## src/rtl/global_int_scheduler.sv

```systemverilog
// Timed interrupt sequencer: queues SET/CLEAR/PULSE/TOGGLE commands and fires each one after its delay.
// Also models claim/complete clears, so the interrupt lines into the PLIC change on exact, repeatable cycles.
module global_int_scheduler #(
  parameter int NUM_INT = 127,
  parameter int IDX_W   = 7,
  parameter int DLY_W   = 16,
  parameter int DEPTH   = 8,
  parameter int PULSE_W = 4
) (
  input  logic               i_clock,
  input  logic               i_reset,
  input  logic               i_cmd_valid,
  output logic               o_cmd_ready,
  input  logic [DLY_W-1:0]   i_cmd_delay,
  input  logic [IDX_W-1:0]   i_cmd_index,
  input  logic [1:0]         i_cmd_op,
  input  logic               i_clr_valid,
  input  logic [IDX_W-1:0]   i_clr_index,
  output logic [NUM_INT-1:0] o_interrupts,
  output logic               o_busy,
  output logic               o_index_err
);

  localparam int               PTR_W         = $clog2(DEPTH);
  localparam logic [IDX_W:0]   LP_NUM_INT    = (IDX_W+1)'(NUM_INT);
  localparam logic [DLY_W-1:0] LP_PULSE_LAST = DLY_W'(PULSE_W-1);
  localparam logic [PTR_W:0]   LP_DEPTH      = (PTR_W+1)'(DEPTH);
  localparam logic [1:0]       OP_SET        = 2'd0;
  localparam logic [1:0]       OP_CLEAR      = 2'd1;
  localparam logic [1:0]       OP_PULSE      = 2'd2;

  typedef enum logic [1:0] {ST_IDLE, ST_WAIT, ST_PULSE} state_t;

  typedef struct packed {
    logic [DLY_W-1:0] delay;
    logic [IDX_W-1:0] index;
    logic [1:0]       op;
  } cmd_t;

  cmd_t               r_fifo [DEPTH];
  logic [PTR_W-1:0]   r_wr_ptr;
  logic [PTR_W-1:0]   r_rd_ptr;
  logic [PTR_W:0]     r_count;
  state_t             r_state;
  logic [IDX_W-1:0]   r_cur_idx;
  logic [1:0]         r_cur_op;
  logic [DLY_W-1:0]   r_cnt;
  logic [NUM_INT-1:0] r_int;
  logic               r_index_err;

  logic w_push;
  logic w_pop;
  logic w_cur_ok;
  logic w_clr_ok;

  assign o_cmd_ready  = (r_count != LP_DEPTH);
  assign w_push       = i_cmd_valid && o_cmd_ready;
  assign w_pop        = (r_state == ST_IDLE) && (r_count != '0);
  assign w_cur_ok     = {1'b0, r_cur_idx} < LP_NUM_INT;
  assign w_clr_ok     = {1'b0, i_clr_index} < LP_NUM_INT;
  assign o_interrupts = r_int;
  assign o_index_err  = r_index_err;
  assign o_busy       = (r_count != '0) || (r_state != ST_IDLE);

  // ready only looks at the registered count, so a pop on a full FIFO frees the slot a cycle later
  always_ff @(posedge i_clock) begin
    if (!i_reset) begin
      r_wr_ptr <= '0;
      r_rd_ptr <= '0;
      r_count  <= '0;
    end else begin
      if (w_push) begin
        r_fifo[r_wr_ptr] <= '{delay: i_cmd_delay, index: i_cmd_index, op: i_cmd_op};
        r_wr_ptr         <= r_wr_ptr + PTR_W'(1);
      end
      if (w_pop) r_rd_ptr <= r_rd_ptr + PTR_W'(1);
      case ({w_push, w_pop})
        2'b10:   r_count <= r_count + (PTR_W+1)'(1);
        2'b01:   r_count <= r_count - (PTR_W+1)'(1);
        default: r_count <= r_count;
      endcase
    end
  end

  // The clear is written first so a same-line FSM write later in this block takes precedence.
  always_ff @(posedge i_clock) begin
    if (!i_reset) begin
      r_state     <= ST_IDLE;
      r_cur_idx   <= '0;
      r_cur_op    <= '0;
      r_cnt       <= '0;
      r_int       <= '0;
      r_index_err <= 1'b0;
    end else begin
      if (i_clr_valid) begin
        if (w_clr_ok) r_int[i_clr_index] <= 1'b0;
        else          r_index_err        <= 1'b1;
      end
      case (r_state)
        ST_IDLE: begin
          if (w_pop) begin
            r_cur_idx <= r_fifo[r_rd_ptr].index;
            r_cur_op  <= r_fifo[r_rd_ptr].op;
            r_cnt     <= r_fifo[r_rd_ptr].delay;
            r_state   <= ST_WAIT;
          end
        end
        ST_WAIT: begin
          if (r_cnt != '0) begin
            r_cnt <= r_cnt - DLY_W'(1);
          end else begin
            if (!w_cur_ok) begin
              r_index_err <= 1'b1;
            end else begin
              case (r_cur_op)
                OP_SET:   r_int[r_cur_idx] <= 1'b1;
                OP_CLEAR: r_int[r_cur_idx] <= 1'b0;
                OP_PULSE: r_int[r_cur_idx] <= 1'b1;
                default:  r_int[r_cur_idx] <= ~r_int[r_cur_idx];
              endcase
            end
            if (r_cur_op == OP_PULSE) begin
              r_cnt   <= LP_PULSE_LAST;
              r_state <= ST_PULSE;
            end else begin
              r_state <= ST_IDLE;
            end
          end
        end
        ST_PULSE: begin
          if (r_cnt != '0) begin
            r_cnt <= r_cnt - DLY_W'(1);
          end else begin
            if (w_cur_ok) r_int[r_cur_idx] <= 1'b0;
            r_state <= ST_IDLE;
          end
        end
        default: r_state <= ST_IDLE;
      endcase
    end
  end

endmodule
```

## config.mk

```make
export PLATFORM = sky130hd
export DESIGN_NAME = global_int_scheduler
export DESIGN_NICKNAME = d
export VERILOG_FILES = /design/src/rtl/global_int_scheduler.sv
export SDC_FILE = /design/constraint.sdc
export NUM_CORES = 1
export LEC_CHECK = 0
export ABC_CLOCK_PERIOD_IN_PS = 5100
export CELL_PAD_IN_SITES_DETAIL_PLACEMENT = 0
export CELL_PAD_IN_SITES_GLOBAL_PLACEMENT = 1
export CORE_MARGIN = 2
export CORE_UTILIZATION = 46
export DETAILED_ROUTE_END_ITERATION = 12
export GPL_ROUTABILITY_DRIVEN = 0
export GPL_TIMING_DRIVEN = 0
export HOLD_SLACK_MARGIN = 0.15
export PLACE_DENSITY_LB_ADDON = 0.15
export SKIP_CTS_REPAIR_TIMING = 1
export SLEW_MARGIN = 20
export SYNTH_ARGS = -nofsm -noshare
export SYNTH_HDL_FRONTEND = slang
export SYNTH_SLANG_ARGS = --single-unit
```

## constraint.sdc

```tcl
create_clock -name i_clock -period 5.1 [get_ports i_clock]
set_clock_uncertainty 0.05 [all_clocks]
set_input_delay 1.02 -clock i_clock [delete_from_list [all_inputs] [get_ports i_clock]]
set_output_delay 1.02 -clock i_clock [all_outputs]
set_load 0.005 [all_outputs]
```

# Yosys cells after proc, flatten, opt, wreduce, memory -nomap -nowiden
# Memories as Yosys holds them, arrays and structs flattened. A register that Yosys moved wholly into a read port is not among the register bits.
# Index checks and enable logic that the tools add are counted.
[word_totals]
regBits = 165
latch_bits = 0
mem_bits_rw = 200
rom_bits = 0
input_bits = 36
output_inout_bits = 130
wordCells = 92
n_memories = 1
[mem_list]
columns = ["name", "words", "width", "rd", "rd_clocked_by_memory_dff", "wr", "line", "text"]
rows = [
  ["r_fifo", 8, 25, 1, 1, 1, "40", "cmd_t r_fifo [DEPTH];"],
]
[op_classes]
n_addsub = 5
mul = 0
div = 0
n_lt_le_gt_ge = 6
eq_ne = 12
n_shift = 0
mux = 37
bitwise = 6
n_reduce_logical = 16
[op_table]
columns = ["op", "n"]
rows = [
  ["two-way mux 127 bit", 7],
  ["case mux 127 bit (2 select lines)", 2],
  ["bitwise AND 127 bit", 2],
  ["inverter 127 bit", 2],
  ["bitwise mux 127 bit", 1],
  ["bitwise OR 127 bit", 1],
  ["two-way mux 16 bit", 4],
  ["case mux 16 bit (3 select lines)", 1],
  ["< comparator 7 x 8 -> 1 bit, second input constant", 2],
  ["nonzero test 16 bit", 1],
  ["subtractor 16 x 1 -> 16 bit, second input constant", 1],
  ["demux 1 bit (select 7 bit)", 2],
  [">= comparator 7 x 1 -> 1 bit, second input constant", 2],
  ["< comparator 7 bit, second input constant", 2],
  ["two-way mux 1 bit", 11],
  ["two-way mux 2 bit", 4],
  ["inequality test 2 bit, second input constant", 4],
  ["case mux 4 bit (2 select lines)", 1],
  ["binary-select mux 1 bit (select 7 bit)", 1],
  ["adder 3 x 1 -> 3 bit, second input constant", 2],
  ["== test 2 x 1 -> 1 bit, second input constant", 3],
  ["== test 2 bit, second input constant", 3],
  ["two-way mux 3 bit", 2],
  ["case mux 2 bit (3 select lines)", 1],
  ["15 further kinds", 20],
]

# Depth between registers and ports, before layout
# Gate-level depths: netlist of the first run.
[depth]
depth_word = 14
ltp_mapped = 12
depth_no_buf = 11

# Least setup slack after synthesis of the first run
# Ideal clock, no wire load.
[synth_path]
kind = "in2reg"
start = "in i_reset"
end = "mem r_fifo[0][0] (netlist name) (enable)"
setup_time_ns = 0.438
arrival_ns = 3.570
required_time_ns = 4.612
setup_slack_ns = 1.042
cell_stages = 4
n_path_buf = 1
cell_sequence = "clkbuf_1 clkinv_1 or3_1 nor3_1"
[synth_between]
elab_chain_cells = 2
[synth_rtl]
columns = ["element", "line", "text"]
rows = [
  ["start, declared", "11", "input logic i_reset,"],
  ["two-way mux 1 bit", "67", "if (!i_reset) begin"],
  ["two-way mux 1 bit (not written as such)", "73", "r_fifo[r_wr_ptr] <= '{delay: i_cmd_delay, index: i_cmd_index, op: i_cmd_op};"],
  ["end, declared", "40", ""],
]
# No other way between the ends.

# Worst setup path after layout of the first run
[layout_path]
start = "reg r_cur_idx[2], read port of r_fifo"
end = "reg r_int[95] (netlist: o_interrupts[95])"
[layout_between]
elab_chain_cells = 10
elab_cells_between_ends = 19
classes_between = "order compare: 3; mux: 11; bitwise: 4; reduce/logical: 1"
[layout_rtl]
columns = ["element", "line", "text"]
rows = [
  ["start, declared", "45", "logic [IDX_W-1:0] r_cur_idx;"],
  ["< comparator 7 x 8 -> 1 bit (not written as such) / >= comparator 7 x 1 -> 1 bit (equally long branches)", "n/a", ""],
  ["logical AND 1 bit (not written as such)", "n/a", ""],
  ["two-way mux 1 bit (not written as such)", "n/a", ""],
  ["demux 1 bit (select 7 bit)", "n/a", ""],
  ["inverter 127 bit (no line)", "n/a", ""],
  ["bitwise AND 127 bit (no line)", "n/a", ""],
  ["case mux 127 bit (2 select lines)", "115", "case (r_cur_op)"],
  ["two-way mux 127 bit", "112", "if (!w_cur_ok) begin"],
  ["two-way mux 127 bit", "109", "if (r_cnt != '0) begin"],
  ["case mux 127 bit (2 select lines) *", "99", "case (r_state)"],
  ["end signal, assigned by index", "119", "default: r_int[r_cur_idx] <= ~r_int[r_cur_idx];"],
  ["end, declared", "48", "logic [NUM_INT-1:0] r_int;"],
]
# Every way passes the cells marked *; elsewhere a longest branch is shown, timed or not. The select of a mux whose other input is x is not followed.
# A chain may end at the register's enable or synchronous reset.

==> results.env, run 1 <==
VDD.IR_DROP.WORST_V=0.000370
CLOCK_LATENCY_NS=0.59
TIMING.SLEW.HEADROOM_PCT=18.0
P_LEAK_nW=7.31
DIE_Y_UM=204
TIMING.CRITICAL_PATH.FANOUT_MAX=10
CLK_PIN_SLEW_WORST_PATHS_NS=0.06
POWER-PER-CELL-AREA_mW_PER_MM2=522
FLOORPLAN.DIE_AREA_MM2=0.0417
DR.PASS1.ITERS=6
DRV_CAP=0
CELL_INTERNAL_PWR_W=0.00677
PWR-SHARE-SEQ_PCT=30.5
FIN_HOLD_WS_NS=0.443
SYNTH.TOP_CELLS.BY_AREA='edfxtp_1, dfxtp_1, mux4_2'
LAYOUT-AREA-OVERHEAD-VS-SYNTH_PCT=21.6
PIN_COUNT_OF_THE_BIGGEST_NET_ENTERING_GLOBAL_ROUTING=21
ROWS=73
CRITPATHSLOWESTCELL='clkbuf_1'
YS_SEQ_AREA_SHARE_PCT=50.9
NUMCLOCKSINKS=368
DETAILED_PLACE_HPWL_MM=50.9
POSTSYNTHAREAPERCELL_UM2=10.6
P_COMB_SHARE_PCT=42.3
TIMING.CRITICAL_PATH.REQUIRED_NS=5.51
HOLD_VIOLATIONS=0
DRT_ITER0_MARKERS=2092
WORSTMARGINPINSLEW_NS=1.23
ANT_NETS=0
ASYNC_RESET_FF_SHARE_PCT=0
AVGROUTEDWIREPERCELL_UM=29.1
MET1_LENGTH_MM=27.2
ANTENNA_FOUND_INITIAL=3
KIND_OF_CELL_WITH_THE_HIGHEST_COMBINED_DELAY_ON_THE_CRITICAL_PATH='compound AO/OA/AOI/OAI gates'
GRT_PASS1_WL_MM=107
CRITPATHMAXSTAGEDELAY_NS=0.76
IO_BUFFERS=164
SYNTH.YOSYS.WARNINGS=0
TRITONCTS.NUM_BUFFERS=42
FINALWIRELENGTH_MM=73.4
SYNTH_COMMONEST_CELLS='edfxtp_1, nand2_1, dfxtp_1'
DRIVE_ABOVE_1_SHARE_PCT=10.4
CRIT_PATH_CELL_TRACE='nand2_1 > clkbuf_1 > o22ai_1 > o21ai_0 > nand4_1 > a221oi_4 > a21oi_1 > o41ai_1'
TRITONCTS='done'
SWITCHINGPOWER_W=0.00493
DIE_W_UM=204
POWER.SWITCHING_FRACTION_PCT=42.1
NETLIST_AREA_PRE_PLACE_MM2=0.0184
FIN_NETS=2012
NUMBER_OF_PINS_EXCEEDING_THEIR_MAX_SLEW_LIMIT_IN_THE_FINAL_REPORT=0
SYNTH_EDF_COUNT=200
PERIOD_SHARE_PCT=77.8
SHARE_OF_TOTAL_POWER_IN_THE_CLOCK_NETWORK_PCT=27.1
YOSYSTOPAREACELLSHARE_PCT=32.6
FINALWORSTPATHREQUIREDPERIOD_NS=3.97
INITIAL_UTILIZATION_PCT=46.5
GR-TOTAL-OVERFLOW=0
LAYOUT.CORE_UTILIZATION_PCT=56.5
SYN_NETS=1792
SYNTH.LIB_CELLS_USED.DISTINCT=60
CLOCK.FMAX_MHz=252
FINAL_ROUTED_DRC_VIOLATION_TOTAL=0
GRT_SETUP_UNREPAIRED='no'
CORE_AREA_MM2=0.0396
CTS-ROOT-TO-SINK-BUFFERS=3
POST_SYNTH_INST_COUNT=1744
CRITICALPATHCATEGORY='reg -> reg'
DESIGN_POWER_TOTAL_W=0.0117
YOSYSMOSTFREQUENTCELL='edfxtp_1'
HP-CLASS='reg -> reg'
SYNTH_TOP_AREA_CELL='edfxtp_1'
MET2_WIRELENGTH_MM=32.9
BOUNDARYPINS=166
ARRIVAL_NS=4.38
ROOT_BUFFER='clkbuf_16'
STATUS='finished, final reports clean'
WORST_SETUP_SP_TYPE='flop'
CRITPATHBUFINV=1
ENDPOINT_KIND='flop'
YS_SEQ_ELEMENTS=368
FIRST_GLOBAL_VIAS=16259
YS.FLOP_TYPE='edfxtp_1'
ROUTED_VIA_DENSITY=6.67
PLACED_CELL_AREA_MM2=0.0209
HIGHEST_LAYER='met5'
SETUP-VIOLATIONS-FINAL=0
CLOCK_TREE.HTREE_LEVEL_COUNT=2
NUM_VIAS=16833
GLOBAL_ROUTE.USAGE.TOTAL_PCT=35.0
FINISH.INSTANCE_AREA_MM2=0.0224
ROUTE.MET3.WL_MM=8.00
metrics by stage:
| step | cells | setup WS [ns] | setup TNS (ns) |
|---|---|---|---|
| 2_1_floorplan | 1744 | 1.04 | 0 |
| 3_3_place_gp | 2433 | -1.19 | -54.99 |
| 3_5_place_dp | 2445 | 1.03 | 0 |
| 4_1_cts | 2520 | 1.44 | 0 |
| 5_1_grt | 2520 | 1.16 | 0 |
| 6_report | 2523 | 1.13 | 0 |
sequential cells by signal, summed over array words and instances, names as in the netlist, 2 cells and up, named ones only:
signal,flops
o_interrupts,127
r_cnt,16
r_count,4
r_cur_idx,7
r_cur_op,2
r_fifo,200
r_rd_ptr,3
r_state,2
r_wr_ptr,3
power groups by stage:
| stage | clock network (W) | registers (W) | logic, W |
|---|---|---|---|
| 3_3_place_gp | 0 | 0.00362 | 0.00471 |
| 3_5_place_dp | 0 | 0.00363 | 0.00477 |
| 6_report | 0.00318 | 0.00357 | 0.00496 |
| 2_1_floorplan | 0 | 0.00356 | 0.00308 |
| 4_1_cts | 0.00321 | 0.00356 | 0.00479 |
| 5_1_grt | 0.00332 | 0.00359 | 0.00523 |
layout make-up:
| type | instances | area (um2) |
|---|---|---|
| diodes | 3 | 7.51 |
| plain buffers | 174 | 754 |
| inverters | 11 | 41.3 |
| multi-input cells | 1191 | 8320 |
| clock buffers | 51 | 1130 |
| well taps | 525 | 657 |
| flip-flops and latches | 368 | 9370 |
| fillers | 3493 | 17200 |
| clock inverters | 24 | 324 |
| repair buffers | 176 | 1810 |
tightest hold or removal path: cells and delay by family (launching register included):
kind               cells  cell delay [ns]
and+or+nand+nor        1             0.06
AOI/OAI and AO/OA      1             0.05
DFF                    1             0.33
layout by cell type, fill, tap and decap left out, types with 7 or more instances in the layout:
cell and count:
edfxtp_1 200, nand2_1 176, dfxtp_1 168, o21ai_0 166, clkdlybuf4s50_1 164, clkbuf_1 134, a21oi_1 108, nand3_1 94
mux2i_1 83, o221ai_1 78, nor3_1 75, nor2_1 68, mux4_2 51, clkbuf_16 43, o2111ai_1 40, o22ai_1 32
o41ai_2 26, buf_1 20, o31ai_1 18, nor2b_1 16, a211oi_1 14, buf_2 13, ha_1 11, inv_1 10
nand2b_1 10, buf_6 10, nand4_1 10, a31oi_1 9, a22oi_1 9, and2_1 8, o41ai_1 8, clkinv_2 8
mux2_2 7, or2_2 7
metal layers:
layer / global-route usage (%) / vias up
li1: - / 7240
met2: 54.4 / 1112
met4: 22.9 / 4
met1: 43.7 / 8144
met3: 8.34 / 333
met5: 0 / -
cells by family after synthesis:
kind of cell | synth area share, %
adders and majority gates | 0.856
DFF | 50.9
xor gates and xnor gates | 0.333
buffers and inverters | 4.31
muxes | 11.2
and+or+nand+nor | 12.3
AOI/OAI and AO/OA | 20.2
final timing paths:
| check | start | cells past startpoint | end | slack, ns |
|---|---|---|---|---|
| max | r_cur_idx[2] | 8 | o_interrupts[95] | 1.13 |
| min | r_cnt[12] | 2 | r_cnt[12] | 0.44 |
| max reg2reg | r_cur_idx[2] | 8 | o_interrupts[95] | 1.13 |
| min reg2reg | r_cnt[12] | 2 | r_cnt[12] | 0.44 |
Note: power is estimated with default switching activity, not from simulation.
==> run 2: changes to the inputs <==
ABC_CLOCK_PERIOD_IN_PS = 3500   (was 5100)
CORE_UTILIZATION = 42   (was 46)
clock period = 3.5 ns   (was 5.1 ns; I/O delays follow)
==> results.env, run 2 (synthesis gave the netlist of run 1 again) <==
PIN_COUNT_OF_THE_BIGGEST_NET_ENTERING_GLOBAL_ROUTING=21
SETUP-VIOLATIONS-FINAL=19
NUMCLOCKSINKS=368
FINISH.INSTANCE_AREA_MM2=0.0225
FIRST_GLOBAL_VIAS=16230
DRIVE_ABOVE_1_SHARE_PCT=10.9
PLACED_CELL_AREA_MM2=0.0211
FINALWIRELENGTH_MM=75.0
LAYOUT_COMMONEST_CELL='edfxtp_1'
NUMBER_OF_PINS_EXCEEDING_THEIR_MAX_SLEW_LIMIT_IN_THE_FINAL_REPORT=0
DRT_ITER0_MARKERS=1870
TRITONCTS='done'
ARRIVAL_NS=4.05
FLOORPLAN.DIE_AREA_MM2=0.0456
INITIAL_UTILIZATION_PCT=42.7
NUM-FILL-CELLS=3977
STATUS='finished, violations left'
TIMING.CRITICAL_PATH.REQUIRED_NS=3.95
PERIOD_SHARE_PCT=103
GLOBAL_ROUTE.USAGE.TOTAL_PCT=32.9
VDD.IR_DROP.WORST_V=0.000457
LARGEST_REGISTER_FF_COUNT=200
DIE_W_UM=213
HOLD_VIOLATIONS=0
R2R_SLACK_NS=-0.1
AVGROUTEDWIREPERCELL_UM=29.0
FINAL_ROUTED_DRC_VIOLATION_TOTAL=0
GR-TOTAL-OVERFLOW=0
IO_BUFFERS=164
ROWS=76
CLOCK.FMAX_MHz=278
P_LEAK_nW=7.31
TRITONCTS.NUM_BUFFERS=42
HIGHEST_COUNT_CELLS_IN_THE_LAYOUT_IGNORING_FILL_AND_TAPS='edfxtp_1, nand2_1, dfxtp_1'
POWER-PER-CELL-AREA_mW_PER_MM2=758
CLOCK_TREE.HTREE_LEVEL_COUNT=2
PLACED_CELLS_INCL_TAPS=2503
DESIGN_POWER_TOTAL_W=0.0171
HOLDPATHSTAGES=2
LAYOUT-AREA-OVERHEAD-VS-SYNTH_PCT=22.2
NUM_VIAS=16744
ENDPOINT_KIND='flop'
DETAILED_PLACE_HPWL_MM=52.4
CLOCK_LATENCY_NS=0.60
DIE_Y_UM=213
ROOT_BUFFER='clkbuf_16'
WORST_R2R_STARTPOINT='r_cur_idx[0]'
HOLDCRITSTARTPOINT='r_cnt[14]'
CRITICALPATHCATEGORY='reg -> reg'
ANT_NETS=0
LARGEST_REGISTER='r_fifo'
TIMING.REG2REG.WORST_PATH_DEPTH=9
WORSTREG2REGEND='o_interrupts[13]'
CORE_AREA_MM2=0.0432
GRT_PASS1_WL_MM=108
HOLD_END='r_cnt[14]'
DR.PASS1.ITERS=6
FIN_NETS=2011
WORSTMARGINPINSLEW_NS=1.27
ROUTED_VIA_DENSITY=6.48
WORST_SETUP_SP_TYPE='flop'
POST-ROUTE-WORST-SETUP-SLACK_NS=-0.0973
DRV_CAP=0
BOUNDARYPINS=166
HP-CLASS='reg -> reg'
VIOLATIONS_IN_THE_FINAL_REPORTS='negative setup slack'
GRT_SETUP_UNREPAIRED='no'
TIMING.CRITICAL_PATH.FANOUT_MAX=10
CTS-ROOT-TO-SINK-BUFFERS=3
FIN_CELLS=2582
ANTENNA_FOUND_INITIAL=5
FIN_TNS_SETUP_NS=-0.309
TIMING.SLEW.HEADROOM_PCT=15.4
FINALWORSTPATHREQUIREDPERIOD_NS=3.60
CLK_PIN_SLEW_WORST_PATHS_NS=0.07
==> run 2: cell types whose count changed in the layout (fill, tap and decap cells not counted), moves of 3 or more <==
cell	change
buf_8	+3
bufinv_16	-4
clkbuf_1	-7
clkbuf_2	+9
clkbuf_8	+6
clkinv_1	+3
clkinv_2	-5
==> run 2: worst max path at each step <==
stage,start,end,slack [ns],depth (start not counted)
floorplan,i_reset,r_fifo[3][0],0.43,4
global placement,i_reset,r_fifo[3][4],-1.29,4
detailed placement,r_cur_idx[1],o_interrupts[95],-0.1,8
CTS,r_cur_idx[1],o_interrupts[95],-0.16,8
global route,r_state[0],o_interrupts[98],0.0008,11
finish,r_cur_idx[0],o_interrupts[13],-0.1,9
==> run 2: critical path, cell delays in order (launching register included) <==
cell and delay, ns:
dfxtp_1 0.34, buf_6 0.18, buf_6 0.22, buf_2 0.31, clkbuf_1 0.49, nand2_1 0.66, clkbuf_1 0.65, o221ai_1 0.35
nand3_1 0.10, a21oi_1 0.13
==> run 2: where the power goes <==
part	total (W)	switching (W)	internal [W]
sequential	0.00521	0.000316	0.00490
combinational	0.00739	0.00513	0.00225
clock	0.00446	0.00188	0.00259
total	0.0171	0.00733	0.00974
==> run 2: final cells by class <==
type,instances,area (um2),area share (%)
Sequential cell,368,9370,41.6
Multi-Input combinational cell,1191,8350,37.1
Timing Repair Buffer,177,1860,8.24
Clock buffer,59,1220,5.40
Buffer,172,763,3.39
Tap cell,585,732,3.25
Clock inverter,17,178,0.789
Inverter,11,41.3,0.183
Antenna cell,2,5.00,0.0222
==> run 2: metal layers <==
metal / vias up / global-route usage [%] / part of all wire (%)
met1: 8160 / 41.5 / 38
li1: 7241 / - / -
met3: 296 / 8.57 / 11
met2: 1043 / 50.7 / 44
met5: - / 0 / 0.036
met4: 4 / 20.3 / 6.8
==> run 2: metrics by stage <==
step	worst slack, ns	hold slack (ns)	util, %
floorplan	0.431	0.407	-
global route	0.000819	0.458	52.1
detailed placement	-0.0984	0.430	48.8
global placement	-1.29	0.425	48.2
finish	-0.0973	0.438	52.2
CTS	-0.165	0.435	52.0
==> run 3: changes to the inputs <==
CORE_UTILIZATION = 46   (was 42)
DONT_BUFFER_PORTS = 1   (was default)
==> results.env, run 3 (synthesis gave the netlist of run 1 again) <==
NUMBER_OF_PINS_EXCEEDING_THEIR_MAX_SLEW_LIMIT_IN_THE_FINAL_REPORT=0
VDD.IR_DROP.WORST_V=0.000472
GRT_USE_MET2_PCT=55.0
LARGEST_REGISTER_FF_COUNT=200
TIMING.REG2REG.WORST_PATH_DEPTH=10
CLOCK.FMAX_MHz=284
VIOLATIONS_IN_THE_FINAL_REPORTS='negative setup slack'
LAYOUT_COMMONEST_CELL='edfxtp_1'
DRV_CAP=0
STATUS='finished, violations left'
GRT_MOST_USED_LAYER='met2'
DETAILED_PLACE_HPWL_MM=50.9
FIN_NETS=1871
ANTENNA_FOUND_INITIAL=4
BOUNDARYPINS=166
DIE_Y_UM=204
FINALWORSTPATHREQUIREDPERIOD_NS=3.52
HOLDPATHSTAGES=0
NUMCLOCKSINKS=368
FIN_CELLS=2382
HP-CLASS='in -> reg'
ROOT_BUFFER='clkbuf_16'
IO_BUFFERS=0
FINISH.INSTANCE_AREA_MM2=0.0210
HOLD_VIOLATIONS=0
CORE_AREA_MM2=0.0396
GLOBAL_ROUTE.USAGE.MET3_PCT=10.2
HOLDCRITSTARTPOINT='i_cmd_delay[6]'
WORSTREG2REGEND='o_interrupts[11]'
HIGHEST_COUNT_CELLS_IN_THE_LAYOUT_IGNORING_FILL_AND_TAPS='edfxtp_1, nand2_1, dfxtp_1'
R2R_SLACK_NS=-0.02
ANT_NETS=0
DESIGN_POWER_TOTAL_W=0.0168
POST-ROUTE-WORST-SETUP-SLACK_NS=-0.0202
DR.PASS1.ITERS=7
FINALWIRELENGTH_MM=73.6
TRITONCTS.NUM_BUFFERS=42
SETUP-VIOLATIONS-FINAL=2
CLOCK_TREE.HTREE_LEVEL_COUNT=2
LAYOUT.CORE_UTILIZATION_PCT=53.1
FINAL_ROUTED_DRC_VIOLATION_TOTAL=0
AVGROUTEDWIREPERCELL_UM=30.9
NUM_VIAS=16294
P_LEAK_nW=6.82
CRITICALPATHCATEGORY='reg -> reg'
TIMING.SLEW.HEADROOM_PCT=14.6
GRT_SETUP_UNREPAIRED='no'
CLOCK_LATENCY_NS=0.59
GLOBAL_ROUTE.USAGE.TOTAL_PCT=34.8
WORST_R2R_STARTPOINT='r_state[0]'
LAYOUT-AREA-OVERHEAD-VS-SYNTH_PCT=14.2
PLACED_CELL_AREA_MM2=0.0194
GRT_PASS1_WL_MM=106
DRT_ITER0_MARKERS=1832
DRIVE_ABOVE_1_SHARE_PCT=11.9
FIN_HOLD_WS_NS=0.164
CLK_PIN_SLEW_WORST_PATHS_NS=0.06
LARGEST_REGISTER='r_fifo'
PLACED_CELLS_INCL_TAPS=2280
GR-TOTAL-OVERFLOW=0
GRT.MET1_USAGE_PCT=42.2
TIMING.CRITICAL_PATH.REQUIRED_NS=3.93
PERIOD_SHARE_PCT=101
WORST_SETUP_SP_TYPE='flop'
ENDPOINT_KIND='flop'
PIN_COUNT_OF_THE_BIGGEST_NET_ENTERING_GLOBAL_ROUTING=22
INITIAL_UTILIZATION_PCT=46.5
HOLD_END='r_fifo[1][15]'
ROUTED_VIA_DENSITY=6.84
DIE_W_UM=204
ARRIVAL_NS=3.95
TIMING.CRITICAL_PATH.FANOUT_MAX=10
WORSTMARGINPINSLEW_NS=1.28
POWER-PER-CELL-AREA_mW_PER_MM2=799
FIRST_GLOBAL_VIAS=15476
ROWS=73
CTS-ROOT-TO-SINK-BUFFERS=3
FLOORPLAN.DIE_AREA_MM2=0.0417
TRITONCTS='done'
[run 3: cell count changes in the layout (fill, tap and decap cells not counted), sizes merged]
cell / previous run / this run
buf: 53 / 57
clkbuf: 191 / 186
clkinvlp: 2 / 4
inv: 11 / 12
dlygate4sd3: 0 / 20
clkdlybuf4s50: 164 / 0
bufinv: 2 / 4
[run 3: layout make-up]
class                   instances  area [um2]
fillers                      3549       18600
flip-flops and latches        368        9370
multi-input cells            1191        8360
clock buffers                  54        1140
plain buffers                 172         762
well taps                     525         657
repair buffers                 37         448
clock inverters                22         258
inverters                      11        41.3
diodes                          2        5.00
[run 3: worst max-delay path by stage]
| stage | start | endpoint | cells past startpoint |
|---|---|---|---|
| 6_report | r_state[0] | o_interrupts[11] | 10 |
| 5_1_grt | r_cur_idx[2] | o_interrupts[100] | 9 |
| 4_1_cts | r_cur_idx[2] | o_interrupts[120] | 10 |
| 3_5_place_dp | r_cur_idx[1] | o_interrupts[119] | 8 |
| 3_3_place_gp | i_reset | r_fifo[3][8] | 4 |
| 2_1_floorplan | i_reset | r_fifo[3][0] | 4 |
[run 3: per-layer routing]
layer  routed length, um  vias up
li1                    -     6955
met1               26600     7892
met2               33600     1114
met3                8150      325
met4                5220        8
met5                  52        -
[run 3: power breakdown]
group,internal (W),switching [W],total (W)
combinational,0.00208,0.00501,0.00709
clock,0.00261,0.00187,0.00448
sequential,0.00490,0.000331,0.00523
total,0.00959,0.00721,0.0168
[run 3: per-stage QoR]
step	setup WS [ns]	TNS, ns
2_1_floorplan	0.431	0
3_3_place_gp	-1.29	-225.83
3_5_place_dp	-0.127	-2.32
4_1_cts	-0.167	-4.99
5_1_grt	0.00808	0
6_report	-0.0202	-0.0362
[run 3: worst max-delay path, cell delays in order, from the launching register on]
cell and delay, ns:
dfxtp_1 0.34, inv_1 0.09, ha_1 0.15, clkbuf_1 0.32, or2_0 0.63, nand2_1 0.35, nand2_1 0.51, clkbuf_1 0.63
nand3_1 0.14, o31a_1 0.16, o41ai_2 0.05
